[config.mk]
export PLATFORM = sky130hd
export DESIGN_NAME = ccu_recv_payload_fsm
export DESIGN_NICKNAME = d
export VERILOG_FILES = /design/src/rtl/ccu_pkg.sv /design/src/rtl/ccu_byte_fifo.sv /design/src/rtl/ccu_recv_payload_fsm.sv
export SDC_FILE = /design/constraint.sdc
export NUM_CORES = 1
export LEC_CHECK = 0
export BUFFER_PORTS_ARGS = -buffer_cell sky130_fd_sc_hd__buf_2
export CAP_MARGIN = 10
export CORE_ASPECT_RATIO = 0.7
export CORE_MARGIN = 5
export CORE_UTILIZATION = 40
export DETAILED_ROUTE_END_ITERATION = 8
export PLACE_DENSITY = 0.61
export SETUP_SLACK_MARGIN = 0.5
export SYNTH_ARGS = -nofsm -noshare
export SYNTH_HDL_FRONTEND = slang
export SYNTH_SLANG_ARGS = --single-unit
export TNS_END_PERCENT = 1
[constraint.sdc]
create_clock -name clk -period 5.4 [get_ports clk]
set_input_delay 0.27 -clock clk [delete_from_list [all_inputs] [get_ports clk]]
set_output_delay 0.27 -clock clk [all_outputs]
set_load 0.1 [all_outputs]
[src/rtl/ccu_pkg.sv]
// Shared definitions for the CCU receive path: sync byte, error codes and
// payload FSM state encodings (8 bits wide, matching the header FSM).
package ccu_pkg;

    localparam logic [7:0] CCU_SYNC_BYTE = 8'h5A;

    localparam logic [2:0] ERR_NONE     = 3'd0;
    localparam logic [2:0] ERR_CHECKSUM = 3'd1;
    localparam logic [2:0] ERR_OVERFLOW = 3'd2;
    localparam logic [2:0] ERR_TIMEOUT  = 3'd3;
    localparam logic [2:0] ERR_LENGTH   = 3'd4;

    typedef enum logic [7:0] {
        IDLE  = 8'd0,
        RECV  = 8'd1,
        CHECK = 8'd2,
        DONE  = 8'd3,
        ERR   = 8'd4
    } pay_state_t;

endpackage

[src/rtl/ccu_byte_fifo.sv]
// Synchronous FIFO for payload entries. A push while full succeeds when a
// pop happens in the same cycle. The head reads as zero while empty so the
// output bus is clean after reset.
module ccu_byte_fifo #(
    parameter int WIDTH = 9,
    parameter int DEPTH = 16
) (
    input  logic             clk,
    input  logic             resetn,
    input  logic             push,
    input  logic [WIDTH-1:0] din,
    input  logic             pop,
    output logic [WIDTH-1:0] dout,
    output logic             full,
    output logic             empty
);

    localparam int AW = $clog2(DEPTH);

    logic [WIDTH-1:0] mem [DEPTH];
    logic [AW-1:0]    wptr;
    logic [AW-1:0]    rptr;
    logic [AW:0]      count;
    logic             wr;
    logic             rd;

    assign full  = (count == (AW+1)'(DEPTH));
    assign empty = (count == '0);
    assign rd    = pop && !empty;
    assign wr    = push && (!full || rd);
    assign dout  = empty ? '0 : mem[rptr];

    // Pointer and occupancy bookkeeping; pointers wrap naturally (DEPTH is 2^n)
    always_ff @(posedge clk) begin
        if (!resetn) begin
            wptr  <= '0;
            rptr  <= '0;
            count <= '0;
        end else begin
            if (wr) wptr <= wptr + AW'(1);
            if (rd) rptr <= rptr + AW'(1);
            case ({wr, rd})
                2'b10:   count <= count + (AW+1)'(1);
                2'b01:   count <= count - (AW+1)'(1);
                default: count <= count;
            endcase
        end
    end

    // Storage array; data only, no reset needed
    always_ff @(posedge clk) begin
        if (wr) mem[wptr] <= din;
    end

endmodule

[src/rtl/ccu_recv_payload_fsm.sv]
// Payload stage of the CCU receiver: latches the header, collects
// pack_length bytes into the output FIFO, verifies the XOR checksum byte
// and raises a done or error interrupt for each packet.
module ccu_recv_payload_fsm
    import ccu_pkg::*;
#(
    parameter int MAX_LEN        = 1024,
    parameter int FIFO_DEPTH     = 16,
    parameter int TIMEOUT_CYCLES = 100000
) (
    input  logic        clk,
    input  logic        resetn,
    input  logic [7:0]  crtl_recv_data,
    input  logic        ctrl_recv_en,
    input  logic        hdr_done,
    input  logic [15:0] hdr_pack_id,
    input  logic [7:0]  hdr_pack_type,
    input  logic [15:0] hdr_pack_length,
    output logic [7:0]  out_data,
    output logic        out_last,
    output logic        out_valid,
    input  logic        out_ready,
    output logic [15:0] cur_pack_id,
    output logic [7:0]  cur_pack_type,
    output logic [15:0] cur_pack_length,
    output logic        busy,
    output logic        int_pay_done,
    output logic        int_pay_error,
    output logic [2:0]  err_code
);

    localparam int TW = $clog2(TIMEOUT_CYCLES + 1);

    pay_state_t  state, state_next;
    logic [15:0] rx_count, rx_n;
    logic [7:0]  xor_acc, xor_n;
    logic [TW-1:0] tcnt, tcnt_n;
    logic [15:0] id_n, len_n;
    logic [7:0]  type_n;
    logic [2:0]  err_n;

    // Effective packet context: the freshly latched header when a byte
    // arrives together with hdr_done, otherwise the registered values.
    logic [15:0] eff_len, eff_rx;
    logic [7:0]  eff_xor;
    logic [2:0]  eff_err;
    logic        take_recv, take_check, timed_out;

    logic        push, fifo_full, fifo_empty, can_push;
    logic [8:0]  push_data, head;

    assign out_valid = !fifo_empty;
    assign out_last  = head[8];
    assign out_data  = head[7:0];
    assign busy      = (state != IDLE);
    // When full the FIFO is non-empty, so a ready consumer frees a slot this cycle
    assign can_push  = !fifo_full || out_ready;

    ccu_byte_fifo #(.WIDTH(9), .DEPTH(FIFO_DEPTH)) u_fifo (
        .clk    (clk),
        .resetn (resetn),
        .push   (push),
        .din    (push_data),
        .pop    (out_ready),
        .dout   (head),
        .full   (fifo_full),
        .empty  (fifo_empty)
    );

    // State register
    always_ff @(posedge clk) begin
        if (!resetn) state <= IDLE;
        else         state <= state_next;
    end

    // Next-state, packet bookkeeping and FIFO push decisions
    always_comb begin
        state_next = state;
        id_n       = cur_pack_id;
        type_n     = cur_pack_type;
        len_n      = cur_pack_length;
        err_n      = err_code;
        rx_n       = rx_count;
        xor_n      = xor_acc;
        tcnt_n     = tcnt;
        eff_len    = cur_pack_length;
        eff_rx     = rx_count;
        eff_xor    = xor_acc;
        eff_err    = err_code;
        take_recv  = 1'b0;
        take_check = 1'b0;
        timed_out  = 1'b0;
        push       = 1'b0;
        push_data  = {1'b0, crtl_recv_data};

        case (state)
            IDLE: begin
                if (hdr_done) begin
                    id_n    = hdr_pack_id;
                    type_n  = hdr_pack_type;
                    len_n   = hdr_pack_length;
                    err_n   = ERR_NONE;
                    rx_n    = '0;
                    xor_n   = '0;
                    tcnt_n  = '0;
                    eff_len = hdr_pack_length;
                    eff_rx  = '0;
                    eff_xor = '0;
                    eff_err = ERR_NONE;
                    if (hdr_pack_length > 16'(MAX_LEN)) begin
                        err_n      = ERR_LENGTH;
                        state_next = ERR;
                    end else if (hdr_pack_length == 16'd0) begin
                        state_next = CHECK;
                        take_check = ctrl_recv_en;
                    end else begin
                        state_next = RECV;
                        take_recv  = ctrl_recv_en;
                    end
                end
            end
            RECV: begin
                if (ctrl_recv_en)                          take_recv = 1'b1;
                else if (tcnt == TW'(TIMEOUT_CYCLES - 1)) timed_out = 1'b1;
                else                                       tcnt_n    = tcnt + TW'(1);
            end
            CHECK: begin
                if (ctrl_recv_en)                          take_check = 1'b1;
                else if (tcnt == TW'(TIMEOUT_CYCLES - 1)) timed_out  = 1'b1;
                else                                       tcnt_n     = tcnt + TW'(1);
            end
            DONE:    state_next = IDLE;
            ERR:     state_next = IDLE;
            default: state_next = IDLE;
        endcase

        if (timed_out) begin
            state_next = ERR;
            if (err_code == ERR_NONE) err_n = ERR_TIMEOUT;
        end

        // Payload byte: framing always advances even if the FIFO drops it
        if (take_recv) begin
            push_data = {(eff_rx == eff_len - 16'd1), crtl_recv_data};
            push      = can_push;
            if (!can_push && eff_err == ERR_NONE) err_n = ERR_OVERFLOW;
            xor_n  = eff_xor ^ crtl_recv_data;
            rx_n   = eff_rx + 16'd1;
            tcnt_n = '0;
            if (eff_rx + 16'd1 == eff_len) state_next = CHECK;
        end

        // Checksum byte: never stored, decides DONE versus ERR
        if (take_check) begin
            tcnt_n = '0;
            if (crtl_recv_data == eff_xor && eff_err == ERR_NONE) begin
                state_next = DONE;
            end else begin
                state_next = ERR;
                if (eff_err == ERR_NONE) err_n = ERR_CHECKSUM;
            end
        end
    end

    // Packet context, counters and registered interrupt pulses
    always_ff @(posedge clk) begin
        if (!resetn) begin
            cur_pack_id     <= '0;
            cur_pack_type   <= '0;
            cur_pack_length <= '0;
            err_code        <= ERR_NONE;
            rx_count        <= '0;
            xor_acc         <= '0;
            tcnt            <= '0;
            int_pay_done    <= 1'b0;
            int_pay_error   <= 1'b0;
        end else begin
            cur_pack_id     <= id_n;
            cur_pack_type   <= type_n;
            cur_pack_length <= len_n;
            err_code        <= err_n;
            rx_count        <= rx_n;
            xor_acc         <= xor_n;
            tcnt            <= tcnt_n;
            int_pay_done    <= (state_next == DONE);
            int_pay_error   <= (state_next == ERR);
        end
    end

endmodule

### Word-level counts from Yosys, hierarchy flattened

Memories as Yosys holds them, arrays and structs flattened. A register that Yosys moved wholly into a read port is not among the register bits.
Cells that the tools add are included.

| cells by class | value |
|---|---|
| add/subtract/negate cells | 7 |
| $lt $le $gt $ge | 1 |
| equality and inequality tests | 14 |
| multiplexer cells | 53 |
| bitwise gates (word level) | 2 |
| reduce and logical (&&, ||, !) cells | 21 |

Operators by type and width:

| cell | count |
|---|---|
| 16-bit two-way mux | 5 |
| 8-bit two-way mux | 8 |
| 17-bit two-way mux | 3 |
| 3-bit two-way mux | 14 |
| 17-bit one-hot mux with 2 select lines | 1 |
| 16-bit equality test | 2 |
| 9-bit two-way mux | 2 |
| 17-bit by 1-bit adder with 17-bit output, second input constant | 1 |
| 17-bit equality test, second input constant | 1 |
| 16-bit by 1-bit adder with 16-bit output, second input constant | 1 |
| 8-bit by 2-bit equality test with 1-bit output, second input constant | 2 |
| 16-bit by 11-bit greater-than comparator with 1-bit output, second input constant | 1 |
| 16-bit zero test | 1 |
| 8-bit one-hot mux with 2 select lines | 1 |
| 16-bit by 1-bit subtractor with 16-bit output, second input constant | 1 |
| 1-bit two-way mux | 13 |
| 5-bit one-hot mux with 2 select lines | 1 |
| 4-bit by 1-bit adder with 4-bit output, second input constant | 2 |
| 8-bit by 1-bit equality test with 1-bit output, second input constant | 1 |
| 8-bit by 3-bit equality test with 1-bit output, second input constant | 1 |
| 8-bit equality test | 1 |
| 8-bit zero test | 1 |
| 4-bit two-way mux | 2 |
| 8-bit nonzero test | 1 |
| other kinds (20) | 31 |

| storage, ports and cells | value |
|---|---|
| register bits after elaboration | 107 |
| memory bits (writable) | 144 |
| bits of input ports | 53 |
| memories | 1 |

Memory list:

| name | words | bits a word | read ports | clocked after memory_dff | write ports | line | source |
|---|---|---|---|---|---|---|---|
| u_fifo.mem | 16 | 9 | 1 | 1 | 1 | ccu_byte_fifo.sv:20 | `logic [WIDTH-1:0] mem [DEPTH];` |

### Logic depth before layout (Yosys ltp)

| logic depth | value |
|---|---|
| word-level depth | 11 |
| mapped depth | 15 |
| gate-level depth less buffers | 14 |

### Cells and area by module

A second synthesis with hierarchy kept.

| second synthesis, totals | value |
|---|---|
| cell total of the unflattened synthesis | 1066 |
| area total of the unflattened synthesis | 12020.3 um^2 |

Modules (own cells, without submodules):

| module | times used | cells each | area an instance (um^2) |
|---|---|---|---|
| ccu_byte_fifo | 1 | 358 | 6595.1 |
| ccu_recv_payload_fsm | 1 | 708 | 5425.2 |

### Least setup slack after synthesis

No wires, ideal clock.

| timing | value |
|---|---|
| kind | register -> register |
| start | register state[0] |
| end | memory u_fifo.mem[0][8] (data pin) |
| data arrival time | 3.677 ns |
| required time | 5.073 ns |
| path slack | 1.396 ns |
| cell stages (with the launch flop) | 14 |
| period minus slack after synthesis | 4.004 ns |
| cells stage by stage | dfxtp_1 > nor4_2 > nand3_1 > buf_2 > buf_2 > clkbuf_1 > mux2i_1 > ha_1 > or4bb_1 > xor2_1 > nor2_1 > a31oi_1 > mux2i_1 > a2111oi_2 |

| on the way | value |
|---|---|
| word-level cells in the longest chain between the ends | 5 |

Ends and longest elaborated chain:

| element | line | source |
|---|---|---|
| start: declaration | ccu_recv_payload_fsm.sv:34 | `pay_state_t state, state_next;` |
| start signal: assignment | ccu_recv_payload_fsm.sv:73 | `else state <= state_next;` |
| 8-bit zero test | ccu_recv_payload_fsm.sv:96 | `case (state)` |
| 16-bit two-way mux | - |  |
| 16-bit by 1-bit subtractor with 16-bit output | ccu_recv_payload_fsm.sv:144 | `push_data = {(eff_rx == eff_len - 16'd1), crtl_recv_data};` |
| 16-bit equality test | ccu_recv_payload_fsm.sv:144 |  |
| 9-bit two-way mux (*) | ccu_recv_payload_fsm.sv:143 | `if (take_recv) begin` |
| net push_data[8] | ccu_recv_payload_fsm.sv:50 | `logic [8:0] push_data, head;` |
| end: declaration | ccu_byte_fifo.sv:20 |  |

The timed path passes the listed nets; every way through them passes the cells marked *.

### Final worst setup path

| timing | value |
|---|---|
| start | register state[0] |
| end | register u_fifo.count[4] |

| on the way | value |
|---|---|
| word-level cells in the longest chain between the ends | 6 |

Ends and longest elaborated chain:

| element | line | source |
|---|---|---|
| 8-bit by 1-bit equality test with 1-bit output or 8-bit zero test (tied branches) | ccu_recv_payload_fsm.sv:96 |  |
| 1-bit one-hot mux with 2 select lines (*) | ccu_recv_payload_fsm.sv:96 |  |
| 1-bit two-way mux (*) | ccu_recv_payload_fsm.sv:143 |  |
| 1-bit logical AND (*) | ccu_byte_fifo.sv:30 | `assign wr = push && (!full \|\| rd);` |
| 2-bit by 1-bit equality test with 1-bit output or 2-bit equality test (tied branches) | ccu_byte_fifo.sv:42 | `case ({wr, rd})` |
| 5-bit one-hot mux with 2 select lines or 2-bit nonzero test (tied branches) | - |  |
| end signal: assignment | ccu_byte_fifo.sv:43 | `2'b10: count <= count + (AW+1)'(1);` |
| end signal: assignment | ccu_byte_fifo.sv:44 | `2'b01: count <= count - (AW+1)'(1);` |
| end signal: assignment | ccu_byte_fifo.sv:45 | `default: count <= count;` |
| end: declaration | ccu_byte_fifo.sv:23 | `logic [AW:0] count;` |

Every way passes the cells marked *; elsewhere a longest branch is shown, timed or not.
A chain may end at the register's enable or synchronous reset.

==> impl_metrics.csv <==
group,metric,value,unit
run_status,status,"finished, final reports clean",
logic_synthesis,synthTopCellsByArea,"edfxtp_1 37%, dfxtp_1 19%, mux4_2 8.6%, nand2_1 4.6%, xnor2_1 3.4%",
clock_tree,cts_buffer_depth,3,
worst_setup_path,reg2reg_to,"u_fifo.count[4]",
logic_synthesis,ys.warnings.count,0,
sta,setup_viol,0,
sta,hold-worst-slack,30.22,ps
finish,drive_gt1_frac,0.2009,
sta,tns,0,ps
power,cellLeakagePower,4.781,nW
power,power_frac_seq,0.499,
finish,most-common-layout-cells,"144 x nand2_1, 144 x edfxtp_1, 110 x dfxtp_1",
finish,fill_cells,2602,
clock_tree,clockRootBuffer,"clkbuf_16",
worst_setup_path,critPathLaunchType,"flip-flop",
place,dp.cells,1428,
place,io_buffers,108,
clock_tree,cts_tree,"built",
clock_tree,clk_pin_slew,70,ps
sta,setup_ws,1596,ps
finish,multi_input_area,0.004942,sq mm
logic_synthesis,synth-edff-count,144,
worst_setup_path,crit_type,"reg2reg",
worst_setup_path,cp.required,5870,ps
floorplanning,initial_core_util,0.4058,
finish,syn2layout_area_growth,17.56,%
clock_tree,htreeDepth,1,
logic_synthesis,async_reset_ff_frac,0,
clock_tree,insertion_delay,540,ps
sta,max_freq,262.9,MHz
worst_setup_path,worstReg2RegStart,"state[0]",
place,gp_congestion,0.8073,
sta,layout_min_cycle_time,3804,ps
worst_setup_path,reg2reg_slack,1600,ps
floorplanning,fp-row-count,52,
sta,slew_headroom,0.2625,
min_path,min_path_type,"in2reg",
power,peakVddDrop,0.2001,mV
power,pwr-share-clk,0.467,
global_routing,grt_first_pass_wirelength,43640,microns
power,p_int,3.245,mW
floorplanning,io_pins,109,
global_routing,grtUsageTotal,0.1638,
sta,finalClockSkew,17.37,ps
sta,worstMarginPinSlew,1102,ps
floorplanning,dieArea,0.03288,sq mm
floorplanning,coreArea,0.02889,sq mm
clock_tree,cts.sinks,255,
routing,vias_per_cell,5.330,
global_routing,grt_pass1_vias,7641,
routing,route.detailed.drc,0,
sta,fin_crit_sh,0.7044,
clock_tree,cts-buffers-inserted,25,
min_path,hold_path_startpoint,"hdr_pack_length[4]",
logic_synthesis,synth_area,0.01172,sq mm
finish,fin_nets,1167,
global_routing,grt_max_degree,80,
job,drv_cap,0,
logic_synthesis,synth-main-ff-cell,"edfxtp_1",
power,switching_power,871.8,uW
routing,vias,7984,
min_path,min_to,"cur_pack_length[4]",
logic_synthesis,seq_area_frac_synth,0.5585,
sta,rsz0062_at_grt,"no",
routing,wl_per_cell,18.36,microns
min_path,hold_depth,3,
logic_synthesis,syn_avg_cell_area,11.95,sq um
place,hpwl,18490,microns
worst_setup_path,crit_path_end_kind,"flip-flop",
logic_synthesis,synthDistinctLibCells,65,
floorplanning,dieWidth,214.6,microns
logic_synthesis,synth_top_cell_by_area,"edfxtp_1",
power,power.share.switching,0.2118,
routing,wl,27510,microns
logic_synthesis,synthCells,981,
routing,drtPass1Iterations,5,
worst_setup_path,setup.worst_path.start,"state[0]",
power,power.density,298.7,mW/mm^2
global_routing,antenna_found_initial,0,
worst_setup_path,reg2reg_depth,14,
logic_synthesis,synth_top_area_share,0.3689,
logic_synthesis,synth_seq_cells,255,
sta,slew_violations,0,
place,post-place-ws,1425,ps
floorplanning,die_h,153.2,microns
finish,regArea,0.006548,sq mm
sta,final-hold-violation-count,0,
worst_setup_path,crit_fanout,8,
finish,final_cell_count_no_fill,1498,
routing,drt_iter0_markers,596,
power,pwr-share-comb,0.034,
finish,antennaDiodeCount,0,
worst_setup_path,worstPathArrival,4270,ps
routing,final_antenna_net_count,0,
global_routing,grt_overflow,0,
-- per-stage QoR --
step | total power, mW | utilization | instance area, sq um
floorplan | 2.160 | - | 11740
global placement | 2.220 | 0.4369 | 12620
detailed placement | 2.221 | 0.4369 | 12620
CTS | 4.167 | 0.4770 | 13780
global route | 4.264 | 0.4770 | 13780
finish | 4.116 | 0.4770 | 13780
-- sequential cells by signal, summed over array words and instances (netlist names), named ones only --
name / cells
cur_pack_id: 16
cur_pack_length: 16
cur_pack_type: 8
err_code: 3
int_pay_done: 1
int_pay_error: 1
rx_count: 16
state: 8
tcnt: 17
u_fifo.count: 5
u_fifo.mem: 144
u_fifo.rptr: 4
u_fifo.wptr: 4
xor_acc: 8
-- area by class of cell --
type | instances | area share
Clock buffer | 29 | 0.04876
Clock inverter | 17 | 0.01798
Inverter | 11 | 0.002996
Multi-Input combinational cell | 666 | 0.3587
Sequential cell | 255 | 0.4752
Tap cell | 378 | 0.03432
Timing Repair Buffer | 142 | 0.06211
-- logic make-up (layout without fill, tap and decap cells) --
family / Yosys count / count (layout) / synth area share
and+or+nand+nor: 393 / 393 / 0.1704
DFF: 255 / 255 / 0.5585
AOI/OAI and AO/OA: 107 / 107 / 0.06864
xor gates and xnor gates: 88 / 88 / 0.06576
buffers and inverters: 64 / 199 / 0.02231
muxes: 60 / 60 / 0.09959
adders and majority gates: 13 / 13 / 0.01452
other: 1 / 5 / 0.0003199
-- what timing repair did --
action	4_1_cts	5_1_grt
hold buffers	24	0
setup buffers	0	0
resized for setup	0	0
hold endpoints to repair	24	0
-- power groups by stage --
| stage | Sequential, mW | Clock, mW | Combinational [mW] |
|---|---|---|---|
| final | 2.05 | 1.92 | 0.140 |
| after global routing | 2.05 | 2.06 | 0.152 |
| after CTS | 2.05 | 1.98 | 0.140 |
| after detailed placement | 2.10 | 0 | 0.126 |
| after global placement | 2.10 | 0 | 0.125 |
| after floorplan | 2.11 | 0 | 0.0481 |
-- cell usage after synthesis (12+ instances only) --
master and count:
nor3_1 24, nor2b_1 14, ha_1 12, mux2i_1 12
nand2_1 144, xnor2_1 45, and2_1 31, xor2_1 43
clkbuf_1 34, nand4_1 20, buf_2 14, mux4_2 45
nand3_1 19, a21boi_0 41, nor2_1 66, edfxtp_1 144
dfxtp_1 111
-- worst max-delay path, cell delays in order, from the launching register on --
cell and delay (ps):
dfxtp_1 390, nor4_2 670, nand4_1 250, o32a_4 490, nor3_4 290, inv_1 100
ha_1 250, inv_1 120, fa_1 210, inv_1 50, a21o_1 170, a21oi_1 180
xnor2_1 90, or3_1 300, a21boi_0 160
-- worst max-delay path by stage --
stage                             to  slack, ps  cells past startpoint
detailed placement   u_fifo.count[4]       1430                     15
finish               u_fifo.count[4]       1600                     14
floorplan           u_fifo.mem[0][8]       1400                     13
CTS                      out_data[5]       1500                      5
global placement     u_fifo.count[4]       1510                     15
global route         u_fifo.count[4]       1230                     14
-- layer usage --
metal | vias to the layer above | wire length, microns | global-route usage
met5 | - | 0 | 0
met4 | 0 | 465 | 0.03004
met3 | 39 | 1408 | 0.02748
met2 | 212 | 11850 | 0.2434
met1 | 3917 | 13790 | 0.2551
li1 | 3816 | - | -
Note: power is estimated with default switching activity, not from simulation.
